`config.mk`:
```
export PLATFORM = sky130hd
export DESIGN_NAME = clk_switch_sel_ctrl
export DESIGN_NICKNAME = d
export VERILOG_FILES = /design/src/rtl/clk_sw_pkg.sv /design/src/rtl/clk_switch_sel_ctrl_filter.sv /design/src/rtl/clk_switch_sel_ctrl.sv
export SDC_FILE = /design/constraint.sdc
export NUM_CORES = 1
export LEC_CHECK = 0
export ABC_AREA = 1
export CAP_MARGIN = 10
export CORE_ASPECT_RATIO = 0.8
export CORE_MARGIN = 1.5
export CORE_UTILIZATION = 50
export CTS_BUF_LIST = sky130_fd_sc_hd__clkbuf_4 sky130_fd_sc_hd__clkbuf_8
export DETAILED_ROUTE_END_ITERATION = 7
export HOLD_SLACK_MARGIN = 0.1
export PLACE_DENSITY = 0.76
export REMOVE_ABC_BUFFERS = 1
export SLEW_MARGIN = 5
export SYNTH_ARGS = -nofsm -noshare
export SYNTH_HDL_FRONTEND = slang
export SYNTH_SLANG_ARGS = --single-unit
export TNS_END_PERCENT = 5
```
`constraint.sdc`:
```
create_clock -name clk -period 2.1 [get_ports clk]
set_input_delay 0.42 -clock clk [delete_from_list [all_inputs] [get_ports clk]]
set_output_delay 0.42 -clock clk [all_outputs]
set_load 0.02 [all_outputs]
```
`src/rtl/clk_sw_pkg.sv`:
```
// Shared types and target-selection helper
// for the clock-switch selection controller.
package clk_sw_pkg;

  localparam int unsigned MAX_CLK_NUM = 32;
  localparam int unsigned MAX_SEL_W   = $clog2(MAX_CLK_NUM);

  typedef enum logic {
    STABLE,
    HOLD
  } state_t;

  // Unused high fail bits must be set by the caller
  function automatic logic [MAX_SEL_W-1:0] pick_target(
    input logic [MAX_SEL_W-1:0]   pref,
    input logic [MAX_CLK_NUM-1:0] fail
  );
    logic [MAX_SEL_W-1:0] t;
    t = '0;
    if (pref != '0) begin
      if (!fail[pref]) begin
        t = pref;
      end else begin
        for (int j = MAX_CLK_NUM - 1; j >= 1; j--) begin
          if (!fail[j]) t = j[MAX_SEL_W-1:0];
        end
      end
    end
    return t;
  endfunction

endpackage

```
`src/rtl/clk_switch_sel_ctrl_filter.sv`:
```
// Per-clock fail flag: 2-flop synchronizer
// followed by a symmetric hysteresis counter.
module clk_fail_filter #(
  parameter int unsigned FAIL_FILT = 4
) (
  input  logic clk,
  input  logic rst,
  input  logic i_raw,
  output logic o_fail
);

  localparam int unsigned    CW   = $clog2(FAIL_FILT + 1);
  localparam logic [CW-1:0]  LAST = CW'(FAIL_FILT - 1);

  logic [1:0]    r_sync;
  logic [CW-1:0] r_cnt;
  logic          r_fail;

  always_ff @(posedge clk) begin
    if (rst) begin
      r_sync <= '0;
      r_cnt  <= '0;
      r_fail <= 1'b0;
    end else begin
      r_sync <= {r_sync[0], i_raw};
      if (r_sync[1] == r_fail) begin
        r_cnt <= '0;
      end else if (r_cnt == LAST) begin
        r_fail <= ~r_fail;
        r_cnt  <= '0;
      end else begin
        r_cnt <= r_cnt + 1'b1;
      end
    end
  end

  assign o_fail = r_fail;

endmodule

```
`src/rtl/clk_switch_sel_ctrl.sv`:
```
// Select controller in front of the glitch-free clock switch:
// request handshake, fail filtering, failover and hold-off.
module clk_switch_sel_ctrl
  import clk_sw_pkg::*;
#(
  parameter int unsigned  CLK_NUM     = 4,
  parameter int unsigned  FAIL_FILT   = 4,
  parameter int unsigned  HOLD_CYCLES = 8,
  parameter int unsigned  RESET_SEL   = 1,
  localparam int unsigned SEL_W       = $clog2(CLK_NUM)
) (
  input  logic               clk,
  input  logic               rst,
  input  logic [CLK_NUM-1:0] clk_fail_i,
  input  logic               req_valid,
  input  logic [SEL_W-1:0]   req_sel,
  output logic               req_ready,
  output logic               req_err,
  output logic [SEL_W-1:0]   sel,
  output logic [CLK_NUM-1:0] clk_fail,
  output logic [SEL_W-1:0]   cur_pref,
  output logic               busy,
  output logic               switch_evt,
  output logic               failover,
  output logic               all_fail
);

  localparam int unsigned   CW        = $clog2(HOLD_CYCLES + 1);
  localparam logic [CW-1:0] HOLD_LAST = CW'(HOLD_CYCLES - 1);
  localparam logic [SEL_W-1:0] RST_SEL = SEL_W'(RESET_SEL);
  localparam logic [SEL_W:0]   NUM    = (SEL_W + 1)'(CLK_NUM);

  state_t           r_state, w_state;
  logic [SEL_W-1:0] r_sel, w_sel;
  logic [SEL_W-1:0] r_pref, w_pref;
  logic [CW-1:0]    r_cnt, w_cnt;
  logic             r_err, w_err;
  logic             r_evt, w_evt;
  logic             r_fo, w_fo;

  logic [CLK_NUM-1:0]     w_fail;
  logic [MAX_CLK_NUM-1:0] w_fail_ext;
  logic [SEL_W-1:0]       w_target;
  logic                   w_req_bad;
  logic                   w_unused;

  assign w_fail[0] = 1'b0;
  assign w_unused  = clk_fail_i[0];

  for (genvar i = 1; i < CLK_NUM; i++) begin : g_filt
    clk_fail_filter #(
      .FAIL_FILT(FAIL_FILT)
    ) u_filt (
      .clk   (clk),
      .rst   (rst),
      .i_raw (clk_fail_i[i]),
      .o_fail(w_fail[i])
    );
  end

  // Absent indices look failed so they are never chosen
  always_comb begin
    w_fail_ext = '1;
    w_fail_ext[CLK_NUM-1:0] = w_fail;
  end

  assign w_target  = SEL_W'(pick_target(MAX_SEL_W'(r_pref), w_fail_ext));
  assign w_req_bad = {1'b0, req_sel} >= NUM;

  always_ff @(posedge clk) begin
    if (rst) begin
      r_state <= STABLE;
      r_sel   <= RST_SEL;
      r_pref  <= RST_SEL;
      r_cnt   <= '0;
      r_err   <= 1'b0;
      r_evt   <= 1'b0;
      r_fo    <= 1'b0;
    end else begin
      r_state <= w_state;
      r_sel   <= w_sel;
      r_pref  <= w_pref;
      r_cnt   <= w_cnt;
      r_err   <= w_err;
      r_evt   <= w_evt;
      r_fo    <= w_fo;
    end
  end

  always_comb begin
    w_state = r_state;
    w_sel   = r_sel;
    w_pref  = r_pref;
    w_cnt   = r_cnt;
    w_err   = 1'b0;
    w_evt   = 1'b0;
    w_fo    = 1'b0;
    unique case (r_state)
      STABLE: begin
        if (req_valid) begin
          w_pref = w_req_bad ? '0 : req_sel;
          w_err  = w_req_bad;
        end
        if (w_target != r_sel) begin
          w_sel   = w_target;
          w_evt   = 1'b1;
          w_fo    = (w_target != r_pref);
          w_cnt   = HOLD_LAST;
          w_state = HOLD;
        end
      end
      HOLD: begin
        if (r_cnt == '0) begin
          w_state = STABLE;
        end else begin
          w_cnt = r_cnt - 1'b1;
        end
      end
      default: w_state = STABLE;
    endcase
  end

  assign req_ready  = (r_state == STABLE);
  assign busy       = (r_state == HOLD);
  assign req_err    = r_err;
  assign sel        = r_sel;
  assign cur_pref   = r_pref;
  assign clk_fail   = w_fail;
  assign switch_evt = r_evt;
  assign failover   = r_fo;
  assign all_fail   = (r_pref != '0) && (w_target == '0);

endmodule
```
Word level (Yosys, flattened, before mapping) --
Cells that the tools add are included.
Word-level totals: output and inout bits 14, logic and storage cells 66, bits in registers 29, input bits 9
Operators by class: magnitude comparators 1, bitwise operators 8, reduce and logical (&&, ||, !) cells 15, muxes and demuxes 13, add/subtract/negate cells 4, eq/ne operators 10
Operators by type and width (count):
- AND reduction 2 bit | 6
- OR reduction 3 bit | 4
- 2-to-1 mux 2 bit | 5
- adder 3 x 1 -> 3 bit, second input constant | 3
- equality test 3 x 2 -> 1 bit, second input constant | 3
- 2-to-1 mux 4 bit | 2
- inverter 1 bit | 8
- one-hot mux 4 bit (2 select lines) | 1
- < comparator 2 x 6 -> 1 bit, second input constant | 1
- zero test 4 bit | 1
- inequality test 2 bit | 2
- subtractor 4 x 1 -> 4 bit, second input constant | 1
- equality test 1 bit | 3
- 2-to-1 mux 1 bit | 3
- binary-select mux 1 bit (select 2 bit) | 1
- zero test 2 bit | 1
- inequality test 2 x 1 -> 1 bit, second input constant | 1
- inequality test 2 bit, second input constant | 1
- one-hot mux 1 bit (2 select lines) | 1
- nonzero test 2 bit | 1
- OR reduction 2 bit | 1
- logical AND 1 bit | 1

Logic depth before layout (Yosys ltp) --
Gate-level depths: netlist (run 1).
depth in word-level cells 8, gate-level depth with buffers 13, depth with buffers taken out 13

Cells and area by module --
Synthesis (run 1) repeated with hierarchy kept, for this count alone.
Unflattened totals: cells, all modules 177, area total of the unflattened synthesis 1326.3 um2
Modules (own cells, without submodules):
- clk_fail_filter | sequential area each 120.1 um2, cells each 27, area an instance 226.5 um2, instances 3
- clk_switch_sel_ctrl | sequential area each 220.2 um2, cells each 96, area an instance 646.9 um2, instances 1

Least setup slack after synthesis (run 1) --
OpenSTA, ideal clock, no wires.
path kind register to output, start point register r_pref[0] (netlist: cur_pref[0]), end point output port all_fail, arrival 1.213 ns, data required time 1.680 ns, stages on the path, launching flop included 9, slack 0.467 ns, buffers on the path 0, path through dfxtp_1 inv_2 nand2_1 nand3_1 nand3_1 nand2_1 nor2_1 nand2_1 inv_1
On the way: longest elaborated chain between the ends 6, elaborated cells on any way between the ends 7, those cells by class mux: 4; reduce/logical: 3
RTL lines:
- from (decl) | line clk_switch_sel_ctrl.sv:35 | logic [SEL_W-1:0] r_pref, w_pref;
- from (signal assigned) | line clk_switch_sel_ctrl.sv:82 | r_pref <= w_pref;
- binary-select mux 1 bit (select 2 bit) | line clk_sw_pkg.sv:21 | if (!fail[pref]) begin
- 2-to-1 mux 1 bit (implied by the code) | line clk_sw_pkg.sv:21
- 2-to-1 mux 2 bit | line clk_sw_pkg.sv:21
- 2-to-1 mux 2 bit | line clk_sw_pkg.sv:20 | if (pref != '0) begin
- zero test 2 bit | line clk_switch_sel_ctrl.sv:131 | assign all_fail = (r_pref != '0) && (w_target == '0);
- logical AND 1 bit (*) | line clk_switch_sel_ctrl.sv:131
- to (decl) | line clk_switch_sel_ctrl.sv:25 | output logic all_fail
Every way passes the cells marked *; elsewhere a longest branch is shown, timed or not. The select of a mux whose other input is x is not followed.

Worst setup path in the final report (run 1) --
Ends and elaborated chain as after synthesis.

==> results of run 1 <==
[cell type report]
class	instances	area [um^2]
Sequential cell	29	591.8
Fill cell	221	858.3
Clock buffer	7	58.81
Tap cell	36	45.04
Timing Repair Buffer	22	207.7
Multi-Input combinational cell	101	580.6
Inverter	32	120.1
[layout by cell type (no fill, tap or decap), types with 4 or more instances in the layout]
cell type	Yosys	routed
inv_1	29	29
dfxtp_1	29	24
nand2_1	22	22
nor2_1	20	19
clkdlybuf4s50_1	0	18
nand3_1	16	14
a21oi_1	9	9
ha_1	8	8
o21ai_0	7	7
clkbuf_4	0	6
nand2_2	4	4
o211ai_1	4	4
[final timing paths]
path	end	from	depth (start not counted)	slack, ns
worst max register to register	r_cnt[3]$_SDFFE_PP0P_	r_cnt[0]$_SDFFE_PP0P_	7	0.61
worst min register to register	g_filt[2].u_filt.r_sync[1]$_SDFF_PP0_	g_filt[2].u_filt.r_sync[0]$_SDFF_PP0_	2	0.41
worst min-delay path	g_filt[2].u_filt.r_sync[1]$_SDFF_PP0_	g_filt[2].u_filt.r_sync[0]$_SDFF_PP0_	2	0.41
worst max-delay path	all_fail	cur_pref[0]$_SDFFE_PP1P_	9	0.14
[cell usage after synthesis]
master	count	area [um^2]
dfxtp_1	29	580.6
inv_1	29	108.9
nand2_1	22	82.58
nor2_1	20	75.07
nand3_1	16	80.08
a21oi_1	9	45.04
ha_1	8	100.1
buf_4	7	52.55
o21ai_0	7	35.03
nand2_2	4	25.02
o211ai_1	4	30.03
inv_2	3	11.26
nand2_4	2	22.52
a211oi_2	1	12.51
a21oi_2	1	8.760
a31oi_1	1	6.260
conb_1	1	3.750
nand3_2	1	10.01
nor2_2	1	6.260
nor2_4	1	11.26
o21ai_1	1	5.000
[flip-flops by register name, summed over array words and instances, names as in the netlist]
| signal | cells |
|---|---|
| failover | 1 |
| sel | 2 |
| busy | 1 |
| r_cnt | 4 |
| g_filt.u_filt.r_cnt | 9 |
| switch_evt | 1 |
| g_filt.u_filt.o_fail | 3 |
| cur_pref | 2 |
| g_filt.u_filt.r_sync | 6 |
[kinds of logic (layout without fill, tap and decap cells)]
group,after synthesis,in the layout
fa+ha+maj,8,8
compound gates,24,24
buf+inv,39,61
flops,29,29
other cells,1,2
simple gates,67,67
[routing by layer]
metal  GRT usage  wire length [um]
met3     0.08753               147
met2      0.3007              1081
met4     0.04444                43
met5           0                 0
met1      0.2399              1112
[repair_timing]
action,4_1_cts,5_1_grt
endpoints found under the hold margin,0,0
setup endpoints to repair,1,1
buffers inserted,0,0
resized for setup,4,11
[where the power goes]
group          switching [W]  internal, W  total, W
combinational       0.000374     0.000242  0.000616
clock               0.000182     0.000171  0.000353
sequential         0.0000556     0.000625  0.000680
total               0.000612      0.00104   0.00165
[stage by stage]
stage | TNS [ns] | power (W) | setup WS (ns) | std cells
after floorplan | 0 | 0.001105 | 0.4658 | 162
after global placement | 0 | 0.001278 | 0.01713 | 220
after detailed placement | -0.06000 | 0.001299 | -0.06000 | 220
after CTS | 0 | 0.001648 | 0.02091 | 227
after global routing | 0 | 0.001777 | 0.05264 | 227
final | 0 | 0.001650 | 0.1419 | 227
[worst max-delay path, stage by stage (launching register included)]
cell     delay (ns)
dfxtp_4        0.42
inv_2          0.06
nand2_1        0.07
nand3_2        0.11
nand3_2        0.10
nand2_1        0.08
nor2_1         0.10
nand2_1        0.06
inv_1          0.05
buf_2          0.15
==> reports/summary.md, run 1 <==
## Critical path
• 8 — maximum fanout along the worst path
• reg2out — category of the most critical setup path
• flip-flop — startpoint type of the worst setup path
• 1.68 ns — Required @ worst endpoint
• 1.54 ns — Critical Path AT
• primary output — category of the worst setup path capture point

## Floorplanning
• 0.5330 — Initial Util
• 2462 um^2 — Core Region
• 2943 um^2 — die area
• 60.28 um — Die Span X
• 48.83 um — Chip Height
• 23 — Ports
• 16 — number of rows in the core area

## Final layout
• 0.1728 — fraction of layout instances using a drive strength above 1
• 0.6514 — Post-Route Utilization
• 208 — number of nets in the finished design
• 1604 um^2 — Post-Layout Inst Area
• 0 — number of inserted diodes
• 22.21% — Synth-to-Final Area Change

## Logic synthesis
• 0 — share of the synthesized netlist area taken by xor and xnor gates
• 1313 um^2 — area of the mapped netlist
• 21 — number of distinct library cells after synthesis
• 7.813 um^2 — post-synthesis area per instance
• 0 — Synth warnings
• 29 — #FFs+latches synth
• 0.4423 — sequential fraction of the synthesis area
• 0.07626 — share of synthesized cell area in full adder, half adder and majority cells
• 168 — cells after synthesis
• 0.1087 — compound-gate portion of the synthesized area
• simple AND/OR/NAND/NOR gates — main combinational cell family by area after synthesis
• 0.2383 — area fraction in and, or, nand and nor cells after synthesis
• 0 — mux cell area share after synthesis

## Clock network
• 0.08 ns — clock transition at the registers of the reported paths
• clkbuf_4 — buffer type at the clock tree root
• 2 — H-tree Lvls
• 5 — number of CTS-inserted buffers
• 0 — CTS hold repair buffers
• done — TritonCTS clock tree
• 0.33 ns — Worst-Skew Late Latency
• 2 — clk buf depth
• 29 — number of clock sinks seen by CTS

## GRT
• 0.1918 — global router's overall resource usage
• 0 — final global-route overflow total
• 4.222 mm — first-pass GRT wire length
• 1011 — via count of the first global-routing pass
• 0 — initial antenna violation count
• 12 — pin count of the biggest net entering global routing

## Timing
• 0 — final number of max-transition violations
• false — unrepaired setup endpoints after global routing
• 1.958 ns — Min Clock Period, post-route
• 0.4062 ns — Hold Slack
• 0 — endpoints failing hold
• 0.003738 ns — worst-case clock skew
• 510.7 MHz — top achievable clock speed
• 0.9324 — final clock period utilization by the worst path
• 0 — setup violation total in the final timing report

## Pwr
• 0.7162 nW — Lkg Pwr
• 0.0007531 V — VDD IR-drop max
• 1028 nW/um^2 — Pwr Density

## Routing
• 2.384 mm — routed wire length
• 10.50 um — detailed-route wire length per cell
• 1102 — vias
• 4 — number of iterations in the first detailed-routing pass
• 0 — ANT nets after route
• 77 — violation count after the first detailed-routing iteration
• 4.855 — Vias/cell
• 0 — # DRC

## Placement
• 0.7899 — placer congestion estimate
• 1521 um^2 — cell area reported after detailed placement
• 19 — Port-buffer cells
• 1.804 mm — HPWL after detailed placement

## Outcome
• completed — outcome

## Run
• 0 — number of maximum-capacitance constraint violations

## Worst hold path
• reg2reg — worst hold-check path type

Power figures use the tool's default switching activity.
==> run 2: changes to the inputs <==
SETUP_SLACK_MARGIN = 0.1   (was not set)
==> run 2 against run 1 <==
Utilization increased by 0.81 points. Non-clock buffer count increased by 1. Sequential share of layout area fell by 0.45 points. Count of clock-buffer cells in the layout is the same. Critical endpoint unchanged.
==> reports/summary.md, run 2 (same netlist as run 1, synthesis figures left out) <==
## Placement
• 1521 um^2 — cell area reported after detailed placement, unchanged
• -0.06000 ns — Placement Setup Slack, unchanged
• 0.7899 — placer congestion estimate, unchanged
• 1.804 mm — HPWL after detailed placement, unchanged
• 19 — Port-buffer cells, unchanged

## Critical path
• 1.68 ns — Required @ worst endpoint, about the same
• simple AND/OR/NAND/NOR gates — Top Family by Delay on Critical Path
• primary output — category of the worst setup path capture point
• 3 — Buf/Inv on CP, unchanged
• reg2out — category of the most critical setup path
• dfxtp_4 — slowest cell on the critical path
• inv_2, nand2_1, nand3_2, nand3_2, nand2_2, nor2_2, nand2_1, inv_1, buf_4 — chain of cells forming the critical path
• 1.51 ns — Critical Path AT, -0.03 ns
• 8 — maximum fanout along the worst path, unchanged
• flip-flop — startpoint type of the worst setup path
• 0.43 ns — max incr delay on CP, about the same

## Timing
• 0 — setup violation total in the final timing report, unchanged
• 0.1652 ns — final setup slack of the worst path, +0.02328 ns
• 0.9213 — final clock period utilization by the worst path, -0.01108
• false — unrepaired setup endpoints after global routing
• 0 — final number of max-transition violations, unchanged
• 0 — endpoints failing hold, unchanged
• 0.003512 ns — worst-case clock skew, -0.0002258 ns
• 516.8 MHz — top achievable clock speed, +1.2%
• 1.935 ns — Min Clock Period, post-route, -0.02328 ns

## Floorplanning
• 23 — Ports, unchanged
• 0.5330 — Initial Util, unchanged
• 60.28 um — Die Span X, unchanged
• 2462 um^2 — Core Region, unchanged
• 16 — number of rows in the core area, unchanged
• 48.83 um — Chip Height, unchanged
• 2943 um^2 — die area, unchanged

## Clock network
• 2 — H-tree Lvls, unchanged
• 0.08 ns — clock transition at the registers of the reported paths, about the same
• clkbuf_4 — buffer type at the clock tree root
• 0 — CTS hold repair buffers, unchanged
• 29 — number of clock sinks seen by CTS, unchanged
• done — TritonCTS clock tree
• 2 — clk buf depth, unchanged
• 5 — number of CTS-inserted buffers, unchanged
• 0.33 ns — Worst-Skew Late Latency, about the same

## Final layout
• g_filt.u_filt.r_cnt x9, g_filt.u_filt.r_sync x6, r_cnt x4 — largest registers
• inv_1 (29), dfxtp_1 (24), nand2_1 (21) — highest-count cells in the layout ignoring fill and taps
• 23.74% — Synth-to-Final Area Change
• inv_1 — most common cell after layout, fill and taps aside
• 216 — number of fill cells in the layout, -2.3%
• 0.1927 — fraction of layout instances using a drive strength above 1, +0.01993
• 0 — number of inserted diodes, unchanged
• 9 — flip-flop count of the largest register after layout, unchanged
• 1624 um^2 — Post-Layout Inst Area, +1.2%
• 209 — number of nets in the finished design, +0.48%
• g_filt.u_filt.r_cnt — Reg with most FFs

## Routing
• 1121 — vias, +1.7%
• 2.414 mm — routed wire length, +1.3%
• 0 — # DRC, unchanged
• 0 — ANT nets after route, unchanged
• 10.59 um — detailed-route wire length per cell, +0.81%
• 4 — number of iterations in the first detailed-routing pass, unchanged
• 4.917 — Vias/cell, +1.3%
• 39 — violation count after the first detailed-routing iteration, -49%

## Pwr
• 0.409 — Flop pwr share, -0.003
• 0.211 — portion of total power attributed to the clock network, -0.003
• 0.3711 — switch share, about the same
• 0.001047 W — cell internal power dissipation, +0.94%
• 0.0007552 V — VDD IR-drop max, +0.28%
• 0.380 — combinational share of power, +0.006
• 0.7202 nW — Lkg Pwr, +0.56%
• 0.001665 W — Total Power Consumption, +0.94%
• 0.0006179 W — switching power summed over all nets, +0.92%
• 1025 nW/um^2 — Pwr Density, -0.31%

## Outcome
• completed — outcome

## Run
• 0 — number of maximum-capacitance constraint violations, unchanged

## GRT
• 1014 — via count of the first global-routing pass, +0.30%
• 4.243 mm — first-pass GRT wire length, +0.50%
• 0 — initial antenna violation count, unchanged
• 12 — pin count of the biggest net entering global routing, unchanged
• 0 — final global-route overflow total, unchanged
• 0.1924 — global router's overall resource usage, +0.0005435

## Worst hold path
• reg2reg — worst hold-check path type

## run 2: cell types whose count changed in the layout (fill, tap and decap cells not counted), sizes merged
| cell | before | now |
|---|---|---|
| buf | 4 | 5 |
## run 2: tightest hold or removal path, stage by stage (launching register included)
cell	delay, ns
dfxtp_1	0.30
inv_1	0.04
nor2_1	0.03
## run 2: path summary, 6_finish.rpt
path                                          from                                     to  slack, ns  cells past startpoint
max                       cur_pref[0]$_SDFFE_PP1P_                               all_fail       0.17                      9
min          g_filt[2].u_filt.r_sync[0]$_SDFF_PP0_  g_filt[2].u_filt.r_sync[1]$_SDFF_PP0_       0.41                      2
max reg2reg                  r_cnt[0]$_SDFFE_PP0P_                  r_cnt[3]$_SDFFE_PP0P_       0.61                      7
min reg2reg  g_filt[2].u_filt.r_sync[0]$_SDFF_PP0_  g_filt[2].u_filt.r_sync[1]$_SDFF_PP0_       0.41                      2
## run 2: layer usage
layer,up-vias,wire [um],global-route usage
met1,517,1107,0.2416
met4,0,24,0.04444
li1,572,-,-
met5,-,0,0
met3,6,159,0.08753
met2,26,1122,0.3007
## run 2: what timing repair did
action / CTS / global route
buffers inserted: 0 / 1
cloned: 0 / 0
gates resized for setup: 11 / 8
setup endpoints to repair: 1 / 1
pin swaps: 0 / 2
## run 2: power by group through the flow
stage                     registers (W)  logic, W  clock network (W)
final                          0.000681  0.000633           0.000351
after detailed placement       0.000687  0.000613                  0
after global routing           0.000691  0.000712           0.000390
after global placement         0.000684  0.000595                  0
after floorplan                0.000723  0.000382                  0
after CTS                      0.000680  0.000611           0.000360
## run 2: per-stage QoR
step | instances | hold slack [ns] | util | setup TNS, ns
4_1_cts | 227 | 0.4125 | 0.6453 | 0
5_1_grt | 228 | 0.4211 | 0.6596 | 0
6_report | 228 | 0.4064 | 0.6596 | 0
3_3_place_gp | 220 | 0.3949 | 0.6179 | 0
3_5_place_dp | 220 | 0.3999 | 0.6179 | -0.06000
2_1_floorplan | 162 | 0.3883 | - | 0
## run 2: layout make-up
type	count	area, um^2	share of cell area
multi-input combinational	101	590.6	0.3636
inverter	32	120.1	0.07396
sequential	29	591.8	0.3644
tap	36	45.04	0.02773
clock buffer	7	58.81	0.03621
timing repair buffer	23	217.7	0.1341
